--- src/rtl/epu_layer_sched_pkg.sv ---
// Shared types and descriptor field layout for the EPU layer scheduler.
package epu_sched_pkg;

    typedef enum logic [2:0] {
        S_IDLE,
        S_RD_W0,
        S_RD_W1,
        S_CAP,
        S_ISSUE,
        S_WAIT,
        S_DONE,
        S_ERR
    } sched_state_e;

    localparam int unsigned ENG_ID_LSB = 0;
    localparam int unsigned ENG_ID_W   = 2;
    localparam int unsigned DESC_WORDS = 2;

    localparam logic [ENG_ID_W-1:0] ENG_CONV1X1 = 2'd0;
    localparam logic [ENG_ID_W-1:0] ENG_CONV3X3 = 2'd1;
    localparam logic [ENG_ID_W-1:0] ENG_POOL    = 2'd2;
    localparam logic [ENG_ID_W-1:0] ENG_FC      = 2'd3;

endpackage

--- src/rtl/epu_layer_sched.sv ---
// Layer scheduler: fetches two-word descriptors per layer, starts one engine,
// waits for its finish pulse under a watchdog, and reports done or err.
module epu_layer_sched
    import epu_sched_pkg::*;
#(
    parameter int unsigned NUM_ENG   = 4,
    parameter int unsigned LAYER_W   = 6,
    parameter int unsigned DESC_AW   = 8,
    parameter int unsigned TIMEOUT_W = 20
) (
    input  logic               clk,
    input  logic               rstn,
    input  logic               cfg_start,
    input  logic [LAYER_W-1:0] cfg_num_layer,
    input  logic [DESC_AW-1:0] cfg_desc_base,
    output logic               desc_cs,
    output logic [DESC_AW-1:0] desc_addr,
    input  logic [31:0]        desc_rdata,
    output logic [NUM_ENG-1:0] eng_start,
    output logic [31:0]        eng_w8,
    input  logic [NUM_ENG-1:0] eng_finish,
    output logic               busy,
    output logic               done,
    output logic               err,
    output logic [LAYER_W-1:0] layer_idx
);

    sched_state_e         state;
    sched_state_e         state_next;
    logic [LAYER_W-1:0]   num_layer_q;
    logic [DESC_AW-1:0]   base_q;
    logic [ENG_ID_W-1:0]  eng_sel;
    logic [TIMEOUT_W-1:0] wd;
    logic [TIMEOUT_W-1:0] wd_inc;
    logic [NUM_ENG-1:0]   sel_onehot;
    logic [DESC_AW-1:0]   addr_w0;
    logic                 accept;
    logic                 id_bad;
    logic                 fin_sel;
    logic                 fin_other;
    logic                 wd_expire;
    logic                 last_layer;

    always_comb begin
        sel_onehot = '0;
        for (int unsigned j = 0; j < NUM_ENG; j++) begin
            sel_onehot[j] = (eng_sel == ENG_ID_W'(j));
        end
    end

    assign accept     = (state == S_IDLE) && cfg_start;
    assign addr_w0    = base_q + DESC_AW'(DESC_WORDS * layer_idx);
    assign id_bad     = 32'(eng_sel) >= NUM_ENG;
    assign fin_sel    = |(eng_finish & sel_onehot);
    assign fin_other  = |(eng_finish & ~sel_onehot);
    assign wd_inc     = wd + 1'b1;
    // Fires on the WAIT cycle in which the counter steps onto all-ones.
    assign wd_expire  = (wd_inc == '1);
    assign last_layer = (layer_idx == num_layer_q - 1'b1);

    always_ff @(posedge clk) begin
        if (!rstn) begin
            state <= S_IDLE;
        end else begin
            state <= state_next;
        end
    end

    always_comb begin
        state_next = state;
        desc_cs    = 1'b0;
        desc_addr  = '0;
        eng_start  = '0;
        busy       = (state != S_IDLE);
        case (state)
            S_IDLE: begin
                if (cfg_start) begin
                    state_next = (cfg_num_layer == '0) ? S_DONE : S_RD_W0;
                end
            end
            S_RD_W0: begin
                desc_cs    = 1'b1;
                desc_addr  = addr_w0;
                state_next = S_RD_W1;
            end
            S_RD_W1: begin
                desc_cs    = 1'b1;
                desc_addr  = addr_w0 + 1'b1;
                state_next = S_CAP;
            end
            S_CAP:   state_next = id_bad ? S_ERR : S_ISSUE;
            S_ISSUE: begin
                eng_start  = sel_onehot;
                state_next = S_WAIT;
            end
            S_WAIT: begin
                // A stray finish from a non-selected engine outranks everything.
                if (fin_other) begin
                    state_next = S_ERR;
                end else if (fin_sel) begin
                    state_next = last_layer ? S_DONE : S_RD_W0;
                end else if (wd_expire) begin
                    state_next = S_ERR;
                end
            end
            S_DONE:  state_next = S_IDLE;
            S_ERR:   state_next = S_IDLE;
            default: state_next = S_IDLE;
        endcase
    end

    always_ff @(posedge clk) begin
        if (!rstn) begin
            num_layer_q <= '0;
            base_q      <= '0;
            layer_idx   <= '0;
            eng_sel     <= '0;
            eng_w8      <= '0;
            wd          <= '0;
            done        <= 1'b0;
            err         <= 1'b0;
        end else begin
            done <= (state == S_DONE);
            if (accept) begin
                num_layer_q <= cfg_num_layer;
                base_q      <= cfg_desc_base;
                layer_idx   <= '0;
                err         <= 1'b0;
            end else if (state == S_ERR) begin
                err <= 1'b1;
            end
            if (state == S_RD_W1) begin
                eng_sel <= desc_rdata[ENG_ID_LSB +: ENG_ID_W];
            end
            if (state == S_CAP) begin
                eng_w8 <= desc_rdata;
            end
            if (state == S_ISSUE) begin
                wd <= '0;
            end else if (state == S_WAIT) begin
                wd <= wd_inc;
            end
            if (state == S_WAIT && state_next == S_RD_W0) begin
                layer_idx <= layer_idx + 1'b1;
            end
        end
    end

endmodule

--- config.mk ---
export PLATFORM = sky130hd
export DESIGN_NAME = epu_layer_sched
export DESIGN_NICKNAME = d
export VERILOG_FILES = /design/src/rtl/epu_layer_sched_pkg.sv /design/src/rtl/epu_layer_sched.sv
export SDC_FILE = /design/constraint.sdc
export NUM_CORES = 1
export LEC_CHECK = 0
export BUFFER_PORTS_ARGS = -buffer_cell sky130_fd_sc_hd__buf_2
export CAP_MARGIN = 10
export CELL_PAD_IN_SITES_DETAIL_PLACEMENT = 0
export CELL_PAD_IN_SITES_GLOBAL_PLACEMENT = 1
export CORE_MARGIN = 4
export CORE_UTILIZATION = 35
export DETAILED_ROUTE_END_ITERATION = 12
export GPL_TIMING_DRIVEN = 1
export HOLD_SLACK_MARGIN = 0.15
export PLACE_DENSITY_LB_ADDON = 0.1
export SLEW_MARGIN = 20
export SYNTH_ARGS = -nofsm -noshare
export SYNTH_HDL_FRONTEND = slang
export SYNTH_SLANG_ARGS = --single-unit
--- constraint.sdc ---
create_clock -name clk -period 2.45 [get_ports clk]
set_clock_uncertainty 0.05 [all_clocks]
set_input_delay 0.245 -clock clk [delete_from_list [all_inputs] [get_ports clk]]
set_output_delay 0.245 -clock clk [all_outputs]
set_load 0.02 [all_outputs]
# Word level (Yosys, flattened, before mapping)
# Index checks and enable logic that the tools add are counted.
dict set report word_totals {
  output_inout_bits 54
  inputBits 53
  wordCells 56
  regBits 79
}
dict set report op_classes {
  n_eq_ne 13
  n_bitwise 4
  muxes 12
  n_addsub 5
  reduce_logical 13
}
# op n
set ops {}
lappend ops {{$pmux W3 S7} 1}
lappend ops {{$add A20 B1 Y20 const B} 1}
lappend ops {{$eq A20 B20 Y1 const B} 1}
lappend ops {{$mux W3} 6}
lappend ops {{$pmux W8 S2} 1}
lappend ops {{$eq A3 B3 Y1 const B} 4}
lappend ops {{$mux W6} 2}
lappend ops {{$add A8 B1 Y8 const B} 1}
lappend ops {{$add A8 B7 Y8} 1}
lappend ops {{$and A4 B4 Y4} 2}
lappend ops {{$reduce_or A2 Y1} 4}
lappend ops {{$reduce_or A4 Y1} 2}
lappend ops {{$add A6 B1 Y6 const B} 1}
lappend ops {{$eq A3 B1 Y1 const B} 2}
lappend ops {{$eq A3 B2 Y1 const B} 2}
lappend ops {{$eq A6 B6 Y1} 1}
lappend ops {{$logic_not A6 Y1} 1}
lappend ops {{$sub A6 B1 Y6 const B} 1}
lappend ops {{$eq A2 B2 Y1 const B} 2}
lappend ops {{$mux W4} 1}
lappend ops {{$not A4 Y4} 1}
lappend ops {{$logic_not A3 Y1} 1}
lappend ops {{$reduce_bool A3 Y1} 1}
lappend ops {{$eq A2 B1 Y1 const B} 1}
lappend ops {{other kinds (5)} 6}

# Depth between registers and ports, before layout
# Gate-level depths: netlist of the first run.
dict set report logic_depth {
  ltp_word 9
  depth_mapped 8
  ltp_nobuf 8
}

# Worst setup path after synthesis of the first run
# Ideal clock, no wire load.
dict set report synth_timing {
  path_type {register -> output}
  start {register layer_idx[0]}
  end {output desc_addr[7]}
  n_path_buf 0
  path_slack_ns -0.257
  t_arrival_ns 2.412
  required_time_ns 2.155
  path_stages_with_launch 9
  cell_sequence {dfxtp_1 > ha_1 > fa_1 > a21o_1 > a311o_1 > a21oi_1 > xor2_1 > xnor2_1 > o22ai_1}
}
dict set report synth_via {
  elab_chain_cells 3
}
# item line
set synth_lines {}
lappend synth_lines {{start, declared} epu_layer_sched.sv:25} ;# output logic [LAYER_W-1:0] layer_idx
lappend synth_lines {{start signal, assigned} epu_layer_sched.sv:144} ;# layer_idx <= layer_idx + 1'b1;
lappend synth_lines {{$add A8 B7 Y8 (*)} epu_layer_sched.sv:52} ;# assign addr_w0 = base_q + DESC_AW'(DESC_WORDS * layer_idx);
lappend synth_lines {{$add A8 B1 Y8} epu_layer_sched.sv:88} ;# desc_addr = addr_w0 + 1'b1;
lappend synth_lines {{$pmux W8 S2 (*)} epu_layer_sched.sv:75} ;# case (state)
lappend synth_lines {{end, declared} epu_layer_sched.sv:17} ;# output logic [DESC_AW-1:0] desc_addr,
# Every way passes the cells marked *; elsewhere a longest branch is shown, timed or not.

# Worst setup path in the final report of the first run
# Same ends and word-level chain as after synthesis.

==> impl_metrics.py, run 1 <==
metrics = {
    "timing": {
        "fmax_mhz": 366,
        "slew_headroom_pct": 58.5,
        "rsz0062_at_grt": "yes",
        "finalHoldViolCount": 0,
        "period_needed_ns": 2.73,
        "slew_violations": 0,
        "period_share_pct": 112,
        "setup-violations-final": 3,
        "hold_ws_ns": 0.193,
        "worstMarginPinSlew_ns": 0.623,
        "setup_ws_ns": -0.284,
    },
    "worst_setup_path": {
        "slowest_stage": "fa_2",
        "critical_path_class": "reg -> out",
        "cp-end-kind": "output pin",
        "crit_arrival_ns": 2.44,
        "cpPeakStageDelay_ns": 0.36,
        "critPathRequiredTime_ns": 2.15,
        "critPathLaunchType": "flop",
        "cp_max_fo": 2,
        "rrSetupSlack_ns": 0.16,
        "path_cells": "ha_4 > fa_2 > a21o_1 > a311o_1 > a21oi_2 > xor2_2 > xnor2_1 > o22ai_2 > buf_6",
    },
    "place": {
        "dp_slack_ns": -0.120,
        "dp.cells": 817,
        "numPortBuffers": 106,
        "finalWeightedCongestion": 0.867,
        "dp_hpwl_mm": 8.99,
    },
    "floorplan": {
        "die_height_um": 119,
        "initial_utilization_pct": 35.7,
        "dieWidth_um": 119,
        "io_pins": 107,
        "rows": 40,
        "coreArea_mm2": 0.0120,
        "die_area_mm2": 0.0141,
    },
    "synth": {
        "yosysWarningCount": 0,
        "syn_area_mm2": 0.00428,
        "synthDominantCellAreaShare_pct": 36.9,
        "avgSynthCellArea_um2": 7.57,
        "synth-main-ff-cell": "dfxtp_1",
        "yosysSeqAreaShare_pct": 36.9,
        "synth_area_leader_cell": "dfxtp_1",
        "synthMostInstantiatedCell": "nand2_1",
        "synth_edf_count": 0,
        "synthCells": 566,
        "synth-seq-cells": 79,
        "netlist_top_cells_count": "nand2_1 (125), a21oi_1 (82), dfxtp_1 (79), nor2_1 (36), clkbuf_1 (34)",
        "async_reset_ff_share_pct": 0,
        "synth.area.top_cells": "dfxtp_1 (37%), nand2_1 (11%), a21oi_1 (9.6%), ha_1 (3.2%), nor2_1 (3.2%)",
        "syn-num-nets": 631,
        "ys_types": 62,
    },
    "global_route": {
        "grt_pass1_vias": 4385,
        "grt-ovfl-total": 0,
        "grt_usage_pct": 18.6,
        "grt_first_pass_wirelength_mm": 21.7,
        "grt_max_degree": 39,
        "antenna_found_initial": 0,
    },
    "routing": {
        "ant_nets": 0,
        "dr.pass1.iters": 5,
        "drc": 0,
        "drt_wl_total_mm": 13.0,
        "drt_iter0_drc": 192,
        "wl_per_cell_um": 14.8,
        "vias_per_cell": 5.17,
        "dr_total_vias": 4559,
    },
    "outcome": {
        "run_status": "complete, but fails checks",
        "violations": "negative setup slack",
    },
    "clock_tree": {
        "numCtsBuffers": 9,
        "clk_pin_slew_worst_paths_ns": 0.06,
        "cts_sinks": 79,
        "cts_root_buffer": "clkbuf_16",
        "worst_skew_pair.late_latency_ns": 0.34,
        "cts_tree": "built",
        "htreeDepth": 3,
        "ctsLongestPathBuffers": 2,
    },
    "worst_hold_path": {
        "hold_class": "in -> reg",
    },
    "power": {
        "vdd_ir_drop_max_mv": 0.380,
        "leakage_nw": 2.42,
        "powerDensity_mw_per_mm2": 727,
        "p_total_mw": 4.36,
    },
    "finish": {
        "nets": 795,
        "areaGrowthSynthToFinish_pct": 40.0,
        "final_cells": 881,
        "drive_gt1_share_pct": 26.7,
        "n_fill_cell": 1209,
        "post-route-util_pct": 49.9,
        "antenna_cells": 0,
        "ff_latch_area_mm2": 0.00159,
        "multi_input_area_mm2": 0.00258,
    },
    "job": {
        "drv_cap": 0,
    },
}
## path summary, 6_finish.rpt
check | start | to | depth (start not counted)
worst max-delay path | layer_idx[0] | desc_addr[7] | 9
worst min-delay path | rstn | state[0] | 3
worst max register to register | eng_sel[0] | layer_idx[0] | 7
worst min register to register | eng_w8[2] | eng_w8[2] | 2
## per-stage QoR
step / area (um2) / setup TNS, ns
2_1_floorplan: 4290 / -0.0390
3_3_place_gp: 5130 / -0.0436
3_5_place_dp: 5130 / -0.120
4_1_cts: 5970 / -0.845
5_1_grt: 6000 / -1.17
6_report: 6000 / -0.714
## what timing repair did
item                                    CTS  global route
pin swaps                                 9             9
resized for setup                        15             6
buffers inserted                          2             1
endpoints found under the setup margin    5            10
endpoints found under the hold margin    48             0
hold buffers                             46             0
## logic make-up after synthesis
logic type	count (synthesis)	share of synthesized area (%)
AND/OR/NAND/NOR	258	28.6
XOR/XNOR	21	4.29
adder cells (fa/ha/maj)	12	3.68
flip-flops	79	36.9
AO/OA/AOI/OAI	142	20.3
buffers and inverters	50	4.67
multiplexers	4	1.55
## routing by layer
| metal | vias to the layer above | part of all wire (%) | wire, um | global-route usage [%] |
|---|---|---|---|---|
| met5 | - | 0 | 0 | 0 |
| li1 | 2314 | - | - | - |
| met3 | 14 | 6.7 | 870 | 5.07 |
| met2 | 133 | 44 | 5720 | 28.8 |
| met4 | 0 | 1.3 | 173 | 6.01 |
| met1 | 2098 | 48 | 6260 | 25.2 |
## critical path, delay by kind of cell, from the launching register on
kind / cells / cell delay, ns
AOI/OAI and AO/OA: 4 / 0.76
adders and majority gates: 2 / 0.52
xor gates and xnor gates: 2 / 0.35
DFF: 1 / 0.33
buffers and inverters: 1 / 0.14
## sequential cells by signal, summed over array words and instances, names as in the netlist, 2 cells and up
register	cells
state	3
eng_sel	2
num_layer_q	6
wd	20
eng_w8	32
layer_idx	6
base_q	8
## power breakdown
part,total (mW),switching [mW],internal (mW)
clock network,1.36,0.521,0.838
registers,1.51,0.0968,1.41
logic,1.49,0.918,0.576
total,4.36,1.54,2.82
## cell type report
class                           instances  area share, %
Timing Repair Buffer                  192           21.8
Tap cell                              147           3.07
Clock buffer                           12           4.28
Inverter                               11          0.689
Multi-Input combinational cell        437           43.0
Clock inverter                          3          0.710
Sequential cell                        79           26.5
## cell usage in the layout, fill, tap and decap left out, drive strengths merged, types with 4 or more instances in the layout
master,n
or3,8
and2,4
ha,11
nor4,9
a21oi,82
a221oi,4
o21ai,15
nand4,13
or2,5
dlygate4sd3,46
o21a,4
xor2,8
nor3,13
nand2b,8
nand2,125
a21o,5
clkbuf,12
nand3,18
xnor2,13
nor2b,4
dfxtp,79
inv,11
nor2,36
buf,146
(Power assumes the default switching activity.)
==> inputs of run 2 (changes only) <==
==> constraint.sdc (replaced) <==
create_clock -name clk -period 2.45 [get_ports clk]
set_clock_uncertainty 0.05 [all_clocks]
set_input_delay 0.1225 -clock clk [delete_from_list [all_inputs] [get_ports clk]]
set_output_delay 0.1225 -clock clk [all_outputs]
set_load 0.02 [all_outputs]
==> run 2 against run 1 <==
Effect of this change:
- the run still ends with negative setup slack left
- sequential share of layout area increased by 0.15 points
- register-to-register slack about the same
- wire length decreased by 2.9%
- fmax increased by 4.3%
- highest routed layer unchanged
- worst setup slack improved by 0.11 ns
- critical endpoint unchanged
- global-route usage decreased by 0.54 points
==> impl_metrics.py, run 2 (synthesis gave the netlist of run 1 again) <==
metrics = {
    "floorplan": {
        "initial_utilization_pct": 35.7,
        "rows": 40,
        "dieWidth_um": 119,
        "coreArea_mm2": 0.0120,
        "die_area_mm2": 0.0141,
        "io_pins": 107,
        "die_height_um": 119,
    },
    "global_route": {
        "grt_pass1_vias": 4253,
        "grt_max_degree": 39,
        "antenna_found_initial": 0,
        "grt-ovfl-total": 0,
        "grt_usage_pct": 18.1,
        "grt_first_pass_wirelength_mm": 21.0,
    },
    "finish": {
        "largest_reg_flops": 32,
        "final_cell_area_mm2": 0.00596,
        "final_cell_mix": "nand2_1 (125), buf_2 (105), a21oi_1 (80)",
        "areaGrowthSynthToFinish_pct": 39.1,
        "final_cells": 881,
        "regMostFlops": "eng_w8",
        "post-route-util_pct": 49.6,
        "top_regs": "eng_w8 (32), wd (20), base_q (8)",
        "antenna_cells": 0,
        "drive_gt1_share_pct": 26.0,
        "layout_commonest_cell": "nand2_1",
        "nets": 794,
    },
    "worst_setup_path": {
        "path_cells": "ha_4 > fa_2 > a21o_1 > a311o_1 > a21oi_2 > xor2_1 > xnor2_1 > o22ai_2 > buf_6",
        "cp_max_fo": 2,
        "cp-end-kind": "output pin",
        "critical_path_class": "reg -> out",
        "critPathRequiredTime_ns": 2.28,
        "slowest_stage": "fa_2",
        "cpPeakStageDelay_ns": 0.36,
        "critPathLaunchType": "flop",
        "crit_arrival_ns": 2.45,
    },
    "routing": {
        "m1WireLength_mm": 5.99,
        "drt_iter0_drc": 140,
        "dr.pass1.iters": 4,
        "ant_nets": 0,
        "wl_met2_mm": 5.74,
        "wl_per_cell_um": 14.4,
        "wl_met3_um": 748,
        "dr_total_vias": 4504,
        "drt_wl_total_mm": 12.6,
        "drc": 0,
        "vias_per_cell": 5.11,
        "top_layer": "met4",
    },
    "place": {
        "dp.cells": 815,
        "numPortBuffers": 106,
        "finalWeightedCongestion": 0.804,
        "dp_hpwl_mm": 8.99,
        "dp_slack_ns": 0.00805,
        "dpl_cell_area_mm2": 0.00511,
    },
    "power": {
        "vdd_ir_drop_max_mv": 0.392,
        "leakage_nw": 2.40,
        "powerDensity_mw_per_mm2": 714,
        "p_total_mw": 4.26,
    },
    "timing": {
        "period_share_pct": 107,
        "finalHoldViolCount": 0,
        "period_needed_ns": 2.62,
        "slew_violations": 0,
        "setup_ws_ns": -0.172,
        "fmax_mhz": 381,
        "slew_headroom_pct": 59.1,
        "rsz0062_at_grt": "yes",
        "hold_ws_ns": 0.268,
        "tns_ns": -0.232,
        "worstMarginPinSlew_ns": 0.613,
        "setup-violations-final": 2,
    },
    "worst_hold_path": {
        "hold_class": "in -> reg",
    },
    "clock_tree": {
        "clk_pin_slew_worst_paths_ns": 0.06,
        "htreeDepth": 3,
        "cts_sinks": 79,
        "cts_root_buffer": "clkbuf_16",
        "cts_tree": "built",
        "worst_skew_pair.late_latency_ns": 0.34,
        "ctsLongestPathBuffers": 2,
        "numCtsBuffers": 9,
    },
    "outcome": {
        "violations": "negative setup slack",
        "run_status": "complete, but fails checks",
    },
    "job": {
        "drv_cap": 0,
    },
}
## run 2: cell count changes in the layout (fill, tap and decap cells not counted), sizes merged
cell and change:
buf -3, clkinvlp +2, dlygate4sd3 +2, bufinv -1
clkbuf -1, clkinv +1
## run 2: path summary, 6_finish.rpt
kind                 start      endpoint  slack (ns)  cells after the start
max              base_q[1]  desc_addr[7]       -0.17                      9
min          eng_finish[1]      state[0]        0.27                      4
max reg2reg     eng_sel[0]  layer_idx[0]        0.16                      6
min reg2reg      eng_w8[4]     eng_w8[4]        0.40                      2
## run 2: worst max-delay path: cells and delay by family, from the launching register on
kind	cells	cell delay, ns
compound gates	4	0.75
fa+ha+maj	2	0.52
xor+xnor	2	0.38
flops	1	0.33
buf+inv	1	0.13
## run 2: report_power, final
part / switching [mW] / leakage (nW) / internal, mW
Combinational: 0.890 / 1.62 / 0.576
Clock: 0.533 / 0.134 / 0.737
Sequential: 0.113 / 0.641 / 1.41
## run 2: what timing repair did
item	CTS	global route
pin swaps	8	0
buffers inserted	2	0
hold buffers	48	0
resized for setup	12	3
endpoints found under the setup margin	4	6
endpoints found under the hold margin	53	0
## run 2: cell type report
| cell class | instances | area [um2] |
|---|---|---|
| inverters | 11 | 41.3 |
| clock inverters | 5 | 32.5 |
| flip-flops and latches | 79 | 1590 |
| well taps | 147 | 184 |
| clock buffers | 11 | 253 |
| fillers | 1213 | 6050 |
| repair buffers | 191 | 1290 |
| multi-input cells | 437 | 2570 |
## run 2: routing by layer
layer	GRT usage (%)	vias to the layer above
li1	-	2320
met1	23.9	2076
met2	28.6	97
met3	4.55	11
met4	6.52	0
met5	0	-
